<file path="src/rtl/cmn_funnel_pkg.sv">
// Shared definitions for the round-robin message funnel.
//   lock_state_e  : packet lock state (free arbitration vs. held by one input)
//   onehot_to_idx : OR-based one-hot to binary encoder over a fixed maximum width
package cmn_funnel_pkg;

  // Upper bound on the number of funnel inputs handled by the encoder.
  localparam int unsigned MaxReqs = 32;

  typedef enum logic [0:0] {
    Unlocked,
    Locked
  } lock_state_e;

  // Input must be one-hot or zero; zero encodes to index 0.
  function automatic int unsigned onehot_to_idx(input logic [MaxReqs-1:0] onehot);
    int unsigned idx;
    idx = 0;
    for (int unsigned i = 0; i < MaxReqs; i++) begin
      if (onehot[i]) idx = idx | i;
    end
    return idx;
  endfunction

endpackage

</file>
<file path="src/rtl/cmn_rr_funnel_arb.sv">
// Round-robin arbiter with packet locking for cmn_rr_funnel.
//   clk, reset : clock, asynchronous active-low reset
//   reqs       : per-input request (istream_val)
//   last       : per-input last-beat flag
//   accept_en  : downstream can take a beat this cycle
//   grants     : one-hot grant (zero when nothing is eligible)
//   grant_idx  : binary index of the granted input
module cmn_rr_funnel_arb
  import cmn_funnel_pkg::*;
#(
  parameter int unsigned p_num_reqs = 4,
  localparam int unsigned p_src_nbits = $clog2(p_num_reqs)
) (
  input  logic                   clk,
  input  logic                   reset,
  input  logic [p_num_reqs-1:0]  reqs,
  input  logic [p_num_reqs-1:0]  last,
  input  logic                   accept_en,
  output logic [p_num_reqs-1:0]  grants,
  output logic [p_src_nbits-1:0] grant_idx
);

  logic [p_num_reqs-1:0]  prio_q, prio_d;
  lock_state_e            lock_state_q, lock_state_d;
  logic [p_src_nbits-1:0] lock_idx_q, lock_idx_d;

  logic [p_num_reqs-1:0]  rr_grant;
  logic [p_num_reqs-1:0]  lock_mask;
  logic [MaxReqs-1:0]     prio_wide, grant_wide;
  logic [p_src_nbits-1:0] prio_idx;
  logic [p_src_nbits-1:0] scan_idx;
  int unsigned            scan_pos;
  logic                   found;
  logic                   accept;

  // Round-robin: scan upward from the highest-priority input, wrapping at p_num_reqs.
  always_comb begin
    prio_wide                   = '0;
    prio_wide[p_num_reqs-1:0]   = prio_q;
    prio_idx                    = p_src_nbits'(onehot_to_idx(prio_wide));
    rr_grant                    = '0;
    found                       = 1'b0;
    scan_pos                    = 0;
    scan_idx                    = '0;
    for (int unsigned k = 0; k < p_num_reqs; k++) begin
      scan_pos = 32'(prio_idx) + k;
      if (scan_pos >= p_num_reqs) scan_pos = scan_pos - p_num_reqs;
      scan_idx = p_src_nbits'(scan_pos);
      if (!found && reqs[scan_idx]) begin
        rr_grant[scan_idx] = 1'b1;
        found              = 1'b1;
      end
    end
  end

  // While a packet is open only its owner may be granted, even if it goes idle.
  always_comb begin
    lock_mask             = '0;
    lock_mask[lock_idx_q] = 1'b1;
    grants                = (lock_state_q == Locked) ? (lock_mask & reqs) : rr_grant;
    grant_wide                 = '0;
    grant_wide[p_num_reqs-1:0] = grants;
    grant_idx                  = p_src_nbits'(onehot_to_idx(grant_wide));
    accept                     = (|grants) && accept_en;
  end

  always_comb begin
    prio_d       = prio_q;
    lock_state_d = lock_state_q;
    lock_idx_d   = lock_idx_q;
    if (accept) begin
      // Winner drops to lowest priority.
      prio_d = {grants[p_num_reqs-2:0], grants[p_num_reqs-1]};
      unique case (lock_state_q)
        Unlocked: begin
          if (!last[grant_idx]) begin
            lock_state_d = Locked;
            lock_idx_d   = grant_idx;
          end
        end
        Locked: begin
          if (last[grant_idx]) lock_state_d = Unlocked;
        end
        default: lock_state_d = Unlocked;
      endcase
    end
  end

  always_ff @(posedge clk or negedge reset) begin
    if (!reset) begin
      prio_q       <= p_num_reqs'(1);
      lock_state_q <= Unlocked;
      lock_idx_q   <= '0;
    end else begin
      prio_q       <= prio_d;
      lock_state_q <= lock_state_d;
      lock_idx_q   <= lock_idx_d;
    end
  end

endmodule

</file>
<file path="src/rtl/cmn_rr_funnel.sv">
// N-to-1 valid/ready message funnel with round-robin fairness and packet locking.
// The winning input's beat is registered into a one-entry output stage and tagged
// with its source index.
//   clk, reset                  : clock, asynchronous active-low reset
//   istream_val/rdy/msg/last    : N input streams (msg flattened, input i at [i*W +: W])
//   ostream_val/rdy/msg/src/last: registered output stream with source tag
module cmn_rr_funnel
  import cmn_funnel_pkg::*;
#(
  parameter int unsigned p_num_reqs  = 4,
  parameter int unsigned p_msg_nbits = 32,
  localparam int unsigned p_src_nbits = $clog2(p_num_reqs)
) (
  input  logic                              clk,
  input  logic                              reset,
  input  logic [p_num_reqs-1:0]             istream_val,
  output logic [p_num_reqs-1:0]             istream_rdy,
  input  logic [p_num_reqs*p_msg_nbits-1:0] istream_msg,
  input  logic [p_num_reqs-1:0]             istream_last,
  output logic                              ostream_val,
  input  logic                              ostream_rdy,
  output logic [p_msg_nbits-1:0]            ostream_msg,
  output logic [p_src_nbits-1:0]            ostream_src,
  output logic                              ostream_last
);

  logic                   ostream_val_q, ostream_val_d;
  logic [p_msg_nbits-1:0] ostream_msg_q, ostream_msg_d;
  logic [p_src_nbits-1:0] ostream_src_q, ostream_src_d;
  logic                   ostream_last_q, ostream_last_d;

  logic                   can_accept;
  logic                   accept;
  logic [p_num_reqs-1:0]  grants;
  logic [p_src_nbits-1:0] grant_idx;
  logic [p_msg_nbits-1:0] sel_msg;

  cmn_rr_funnel_arb #(
    .p_num_reqs (p_num_reqs)
  ) u_arb (
    .clk       (clk),
    .reset     (reset),
    .reqs      (istream_val),
    .last      (istream_last),
    .accept_en (can_accept),
    .grants    (grants),
    .grant_idx (grant_idx)
  );

  // Reset is folded in so no input sees rdy while the funnel is held in reset.
  always_comb begin
    can_accept  = reset && (!ostream_val_q || ostream_rdy);
    accept      = (|grants) && can_accept;
    istream_rdy = grants & {p_num_reqs{can_accept}};
  end

  // Grants are one-hot, so an OR-free priority mux is sufficient.
  always_comb begin
    sel_msg = '0;
    for (int unsigned i = 0; i < p_num_reqs; i++) begin
      if (grants[i]) sel_msg = istream_msg[i*p_msg_nbits +: p_msg_nbits];
    end
  end

  always_comb begin
    ostream_val_d  = ostream_val_q;
    ostream_msg_d  = ostream_msg_q;
    ostream_src_d  = ostream_src_q;
    ostream_last_d = ostream_last_q;
    if (accept) begin
      ostream_val_d  = 1'b1;
      ostream_msg_d  = sel_msg;
      ostream_src_d  = grant_idx;
      ostream_last_d = istream_last[grant_idx];
    end else if (ostream_rdy) begin
      ostream_val_d  = 1'b0;
    end
  end

  always_ff @(posedge clk or negedge reset) begin
    if (!reset) begin
      ostream_val_q  <= 1'b0;
      ostream_msg_q  <= '0;
      ostream_src_q  <= '0;
      ostream_last_q <= 1'b0;
    end else begin
      ostream_val_q  <= ostream_val_d;
      ostream_msg_q  <= ostream_msg_d;
      ostream_src_q  <= ostream_src_d;
      ostream_last_q <= ostream_last_d;
    end
  end

  assign ostream_val  = ostream_val_q;
  assign ostream_msg  = ostream_msg_q;
  assign ostream_src  = ostream_src_q;
  assign ostream_last = ostream_last_q;

endmodule

</file>
<file path="config.mk">
export PLATFORM = sky130hd
export DESIGN_NAME = cmn_rr_funnel
export DESIGN_NICKNAME = d
export VERILOG_FILES = /design/src/rtl/cmn_funnel_pkg.sv /design/src/rtl/cmn_rr_funnel_arb.sv /design/src/rtl/cmn_rr_funnel.sv
export SDC_FILE = /design/constraint.sdc
export NUM_CORES = 1
export LEC_CHECK = 0
export CAP_MARGIN = 0
export CORE_ASPECT_RATIO = 0.6
export CORE_MARGIN = 1.5
export CORE_UTILIZATION = 50
export CTS_CLUSTER_SIZE = 8
export DETAILED_ROUTE_END_ITERATION = 8
export DONT_BUFFER_PORTS = 1
export PLACE_DENSITY = 0.76
export SLEW_MARGIN = 20
export SYNTH_ARGS = -nofsm -noshare
export SYNTH_HDL_FRONTEND = slang
export SYNTH_HIERARCHICAL = 1
export SYNTH_SLANG_ARGS = --single-unit
export TNS_END_PERCENT = 50
</file>
<file path="constraint.sdc">
create_clock -name clk -period 9.3 [get_ports clk]
set_clock_uncertainty 0.15 [all_clocks]
set_input_delay 1.86 -clock clk [delete_from_list [all_inputs] [get_ports clk]]
set_output_delay 1.86 -clock clk [all_outputs]
set_load 0.02 [all_outputs]
</file>
# Word-level counts from Yosys, hierarchy flattened
# Index checks and enable logic that the tools add are counted.
word_totals:
  reg_bits: 43
  wordCells: 99
  out_inout_bits: 40
  input_bits: 139
op_classes:
  muxes: 45
  n_addsub: 7
  bitwise_logic: 7
  reduce_logical: 18
  magnitude_cmp: 15
ops:
  columns: ["operator", "n"]
  rows:
  - ["32-bit two-way mux", 4]
  - ["4-bit two-way mux", 5]
  - ["2-bit by 3-bit < comparator with 1-bit output, second input constant", 6]
  - ["1-bit two-way mux", 18]
  - ["2-bit two-way mux", 8]
  - ["4-bit bitwise OR", 3]
  - ["1-bit binary-select mux with 2-bit select", 5]
  - ["1-bit demux with 2-bit select", 5]
  - ["2-bit by 1-bit >= comparator with 1-bit output, second input constant", 5]
  - ["1-bit logical AND", 10]
  - ["3-bit >= comparator, second input constant", 3]
  - ["4-bit AND", 2]
  - ["2-bit by 1-bit subtractor with 2-bit output, second input constant", 4]
  - ["2-bit by 2-bit adder with 3-bit output, second input constant", 2]
  - ["1-bit zero test", 4]
  - ["4-bit OR reduction", 1]
  - ["2-bit by 1-bit adder with 3-bit output, second input constant", 1]
  - ["2-bit by 3-bit >= comparator with 1-bit output, second input constant", 1]
  - ["3-bit AND reduction", 1]
  - ["1-bit inverter", 2]
  - ["2-bit nonzero test", 1]
  - ["1-bit logical OR", 1]

# Depth between registers and ports, before layout
logic_depth:
  word_depth: 25
  ltp_mapped: 16
  mapped_depth_nobuf: 12

# By module
# Netlist, hierarchy kept.
modules_own_cells:
  columns: ["module", "n_inst", "area_per_inst_um2", "cells_per_inst"]
  rows:
  - ["cmn_rr_funnel", 1, 2180.8, 216]
  - ["cmn_rr_funnel_arb", 1, 918.4, 100]

# Least setup slack after synthesis
# Ideal clock, no wire load.
synth_timing:
  path_kind: "input to output"
  from: "input istream_val[2]"
  to: "output istream_rdy[3]"
  setup_slack_ps: 3195
  required_ps: 7290
  t_arrival_ps: 4095
  path_buffers: 2
  path_stages: 8
  cell_sequence: "buf_2 nor3b_2 or4_4 a221oi_1 o32a_2 inv_1 clkbuf_1 nor3_1"
synth_via:
  elab_chain_cells: 14
  word_cells_on_any_way: 26
synth_lines:
  columns: ["element", "line_no", "rtl"]
  rows:
  - ["from (decl)", "cmn_rr_funnel.sv:16", "input logic [p_num_reqs-1:0] istream_val,"]
  - ["1-bit binary-select mux with 2-bit select", "cmn_rr_funnel_arb.sv:49", "if (!found && reqs[scan_idx]) begin"]
  - ["1-bit two-way mux (implied by the code)", "cmn_rr_funnel_arb.sv:49", null]
  - ["1-bit two-way mux", "cmn_rr_funnel_arb.sv:49", null]
  - ["1-bit zero test", "cmn_rr_funnel_arb.sv:49", null]
  - ["1-bit logical AND", "cmn_rr_funnel_arb.sv:49", null]
  - ["1-bit two-way mux", "cmn_rr_funnel_arb.sv:49", null]
  - ["1-bit zero test", "cmn_rr_funnel_arb.sv:49", null]
  - ["1-bit logical AND", "cmn_rr_funnel_arb.sv:49", null]
  - ["1-bit two-way mux", "cmn_rr_funnel_arb.sv:49", null]
  - ["1-bit zero test", "cmn_rr_funnel_arb.sv:49", null]
  - ["1-bit logical AND", "cmn_rr_funnel_arb.sv:49", null]
  - ["4-bit two-way mux *", "cmn_rr_funnel_arb.sv:49", null]
  - ["4-bit two-way mux *", "cmn_rr_funnel_arb.sv:60", "grants = (lock_state_q == Locked) ? (lock_mask & reqs) : rr_grant;"]
  - ["via grants[3]", "cmn_rr_funnel.sv:34", "logic [p_num_reqs-1:0] grants;"]
  - ["4-bit AND *", "cmn_rr_funnel.sv:54", "istream_rdy = grants & {p_num_reqs{can_accept}};"]
  - ["to (decl)", "cmn_rr_funnel.sv:17", "output logic [p_num_reqs-1:0] istream_rdy,"]
# The timed path passes the listed nets; every way through them passes the cells marked *. The select of a mux whose other input is x is not followed.

# Final worst setup path
# Same ends and word-level chain as after synthesis.

==> flow_metrics.env <==
export IMPL_status="completed"
export IMPL_grt_max_degree=44
export IMPL_worstPathRequired_ns=7.29
export IMPL_cp_max_fo=32
export IMPL_antenna_found_initial=0
export IMPL_synth_area_um2=3100
export IMPL_p_leak_uw=0.00119
export IMPL_postRouteWirelength_um=9620
export IMPL_syn_to_final_growth_pct=1.53
export IMPL_synth_cells=316
export IMPL_finalHoldViolations=0
export IMPL_holdCritPathClass="reg -> reg"
export IMPL_synth_top_cell_area_share=0.339
export IMPL_clk_path_buf_depth=2
export IMPL_drtAntennaViolNets=0
export IMPL_slew_viol_final=0
export IMPL_synth_cell_types=62
export IMPL_setup_viol=0
export IMPL_grt_pass1_vias=2726
export IMPL_dieArea_um2=6700
export IMPL_crit_type="in -> out"
export IMPL_ys_async_sr_fraction=1.00
export IMPL_chipHeight_um=64.0
export IMPL_gp_congestion=0.972
export IMPL_stdcell_count=374
export IMPL_fin_crit_sh=0.697
export IMPL_ios=179
export IMPL_grt_overflow_total=0
export IMPL_viasPerCell=7.62
export IMPL_crit_path_max_incr_delay_ns=0.71
export IMPL_post_cts_setup_buffer_count=0
export IMPL_layout_nets=437
export IMPL_fin_tns_setup_ns=0
export IMPL_grt_use_met3=0.0918
export IMPL_dp_cells=367
export IMPL_syn_nets=459
export IMPL_routedWlPerCell_um=25.7
export IMPL_cp_arrival_ns=4.47
export IMPL_critPathLaunchType="primary input"
export IMPL_slowest_stage="nor3_1"
export IMPL_crit_chain="nor3b_2, or4_4, a221oi_1, o32a_2, inv_1, nor3_1"
export IMPL_synth_top_area_cell="dfrtp_1"
export IMPL_start_util=0.536
export IMPL_design_core_area_um2=5780
export IMPL_grt_usage=0.287
export IMPL_worst_pin_slew_ns=1.07
export IMPL_cts_htree_levels=2
export IMPL_clk_latency_ns=0.28
export IMPL_crit_family="simple AND/OR/NAND/NOR gates"
export IMPL_drt_first_pass_iters=5
export IMPL_tritoncts="built"
export IMPL_diodes=0
export IMPL_cts_resized=0
export IMPL_num_vias=2851
export IMPL_holdBufCountCts=0
export IMPL_top_usage_layer="met2"
export IMPL_postSynthAreaPerCell_um2=9.81
export IMPL_cts_made_buffers=5
export IMPL_maxSlewHeadroom=0.284
export IMPL_drive_above_1_share=0.143
export IMPL_num_fill_cells=510
export IMPL_period_needed_ns=6.48
export IMPL_grt_use_met2=0.450
export IMPL_numClockSinks=42
export IMPL_drc=0
export IMPL_yosys_top_cells_area="dfrtp_1 34%, o31ai_1 15%, a221oi_1 9.3%"
export IMPL_grt_met1_usage=0.396
export IMPL_path_buf_inv=1
export IMPL_reg2reg_slack_ns=4.75
export IMPL_ys_seq_area_frac=0.339
export IMPL_ctsRootBufferMaster="clkbuf_8"
export IMPL_end_kind="output pin"
export IMPL_synth_ff_type="dfrtp_1"
export IMPL_rsz0062_at_grt="false"
export IMPL_yosys_register_bits=42
export IMPL_grt_pass1_wl_um=15000
export IMPL_drt_iter0_drc=280
export IMPL_dieWidth_um=105
export IMPL_ir_worst_vdd_mv=0.400
export IMPL_max_freq_mhz=154
export IMPL_numPortBuffers=0
export IMPL_synth_edff_count=0
export IMPL_power_density_nw_per_um2=511
export IMPL_rows=21
export IMPL_yosysWarnings=6
export IMPL_maxCapViolations=0
export IMPL_cts_reportedPaths_clkPinSlew_ns=0.08
export IMPL_hpwl_um=6940
## cells in the final DEF (no fill, tap or decap), types with 2 or more instances in the layout
master	n
o21a_1	2
inv_2	2
o22ai_1	31
clkinv_2	2
clkbuf_8	5
mux2_2	4
a21oi_2	2
a211oi_1	2
and3_1	3
a221oi_1	33
nand3_1	2
mux2i_1	6
nor3_1	2
ha_1	4
nor2b_1	4
nand2_1	4
dfrtp_1	42
a31oi_1	4
nor2_1	5
mux2_1	3
o31ai_1	62
buf_4	7
nand3b_1	4
inv_1	11
and2_1	4
nand2b_1	3
nor2b_2	2
a21o_1	2
o21ai_0	3
## cell usage after synthesis, drive strengths merged (2+ instances only)
master and instances:
nor3 2, a211oi 2, clkbuf 26, and2 4, a21oi 3, and3 3
o22ai 31, nand3 2, or2 2, o31ai 63, nor2 6, inv 13
a31oi 4, o32ai 2, a32oi 2, nand2b 3, nor2b 6, buf 10
o21a 2, nor3b 2, mux2i 6, nand2 5, ha 4, a221oi 33
nand3b 4, nor4 2, mux2 7, a21o 2, o21ai 4, dfrtp 42
## power breakdown
part / switching, uW / total, uW / internal (uW) / leakage, uW
clock: 59.9 / 110 / 50.4 / 0.0000438
sequential: 188 / 467 / 279 / 0.000512
combinational: 647 / 1030 / 382 / 0.000638
## sequential cells by signal, indices dropped and copies added, names as in the netlist
signal,count
ostream_msg,32
u_arb/prio_q,3
u_arb/lock_idx_q,2
u_arb/lock_state_q,1
ostream_val,1
ostream_src,2
ostream_last,1
## logic make-up after synthesis
| kind of cell | synth area share |
|---|---|
| muxes | 0.0521 |
| DFF | 0.339 |
| and+or+nand+nor | 0.0929 |
| AOI/OAI and AO/OA | 0.419 |
| adders and majority gates | 0.0161 |
| buffers and inverters | 0.0807 |
## path summary, 6_finish.rpt
check | start | to | depth (start not counted)
max | istream_val[2] | istream_rdy[3] | 6
max reg2reg | u_arb/prio_q[3] | ostream_msg[30] | 13
min reg2reg | u_arb/lock_idx_q[0] | u_arb/lock_idx_q[0] | 1
min in group asynchronous | reset | ostream_msg[13] | 0
min | u_arb/lock_idx_q[0] | u_arb/lock_idx_q[0] | 1
max in group asynchronous | reset | u_arb/prio_q[2] | 0
## layer usage
metal,part of all wire,up-vias
met5,0,-
met4,0.0039,0
met3,0.11,4
met2,0.45,195
met1,0.44,1379
li1,-,1273
## stage by stage
| step | hold WS (ns) | area (um2) | utilization | setup slack, ns | power, uW |
|---|---|---|---|---|---|
| after floorplan | 0.366 | 3100 | - | 3.20 | 1270 |
| after global placement | 0.416 | 3070 | 0.531 | 2.91 | 1470 |
| after detailed placement | 0.407 | 3070 | 0.531 | 2.88 | 1480 |
| after CTS | 0.426 | 3150 | 0.544 | 2.88 | 1600 |
| after global routing | 0.469 | 3150 | 0.544 | 2.73 | 1720 |
| final | 0.421 | 3150 | 0.544 | 2.82 | 1610 |
## layout make-up
type	count	area (um2)	area share
flip-flops and latches	42	1050	0.334
multi-input cells	224	1810	0.576
well taps	80	100	0.0318
clock buffers	5	68.8	0.0219
inverters	14	52.6	0.0167
clock inverters	2	10.0	0.00318
repair buffers	7	52.6	0.0167
Note: power is estimated with default switching activity, not from simulation.
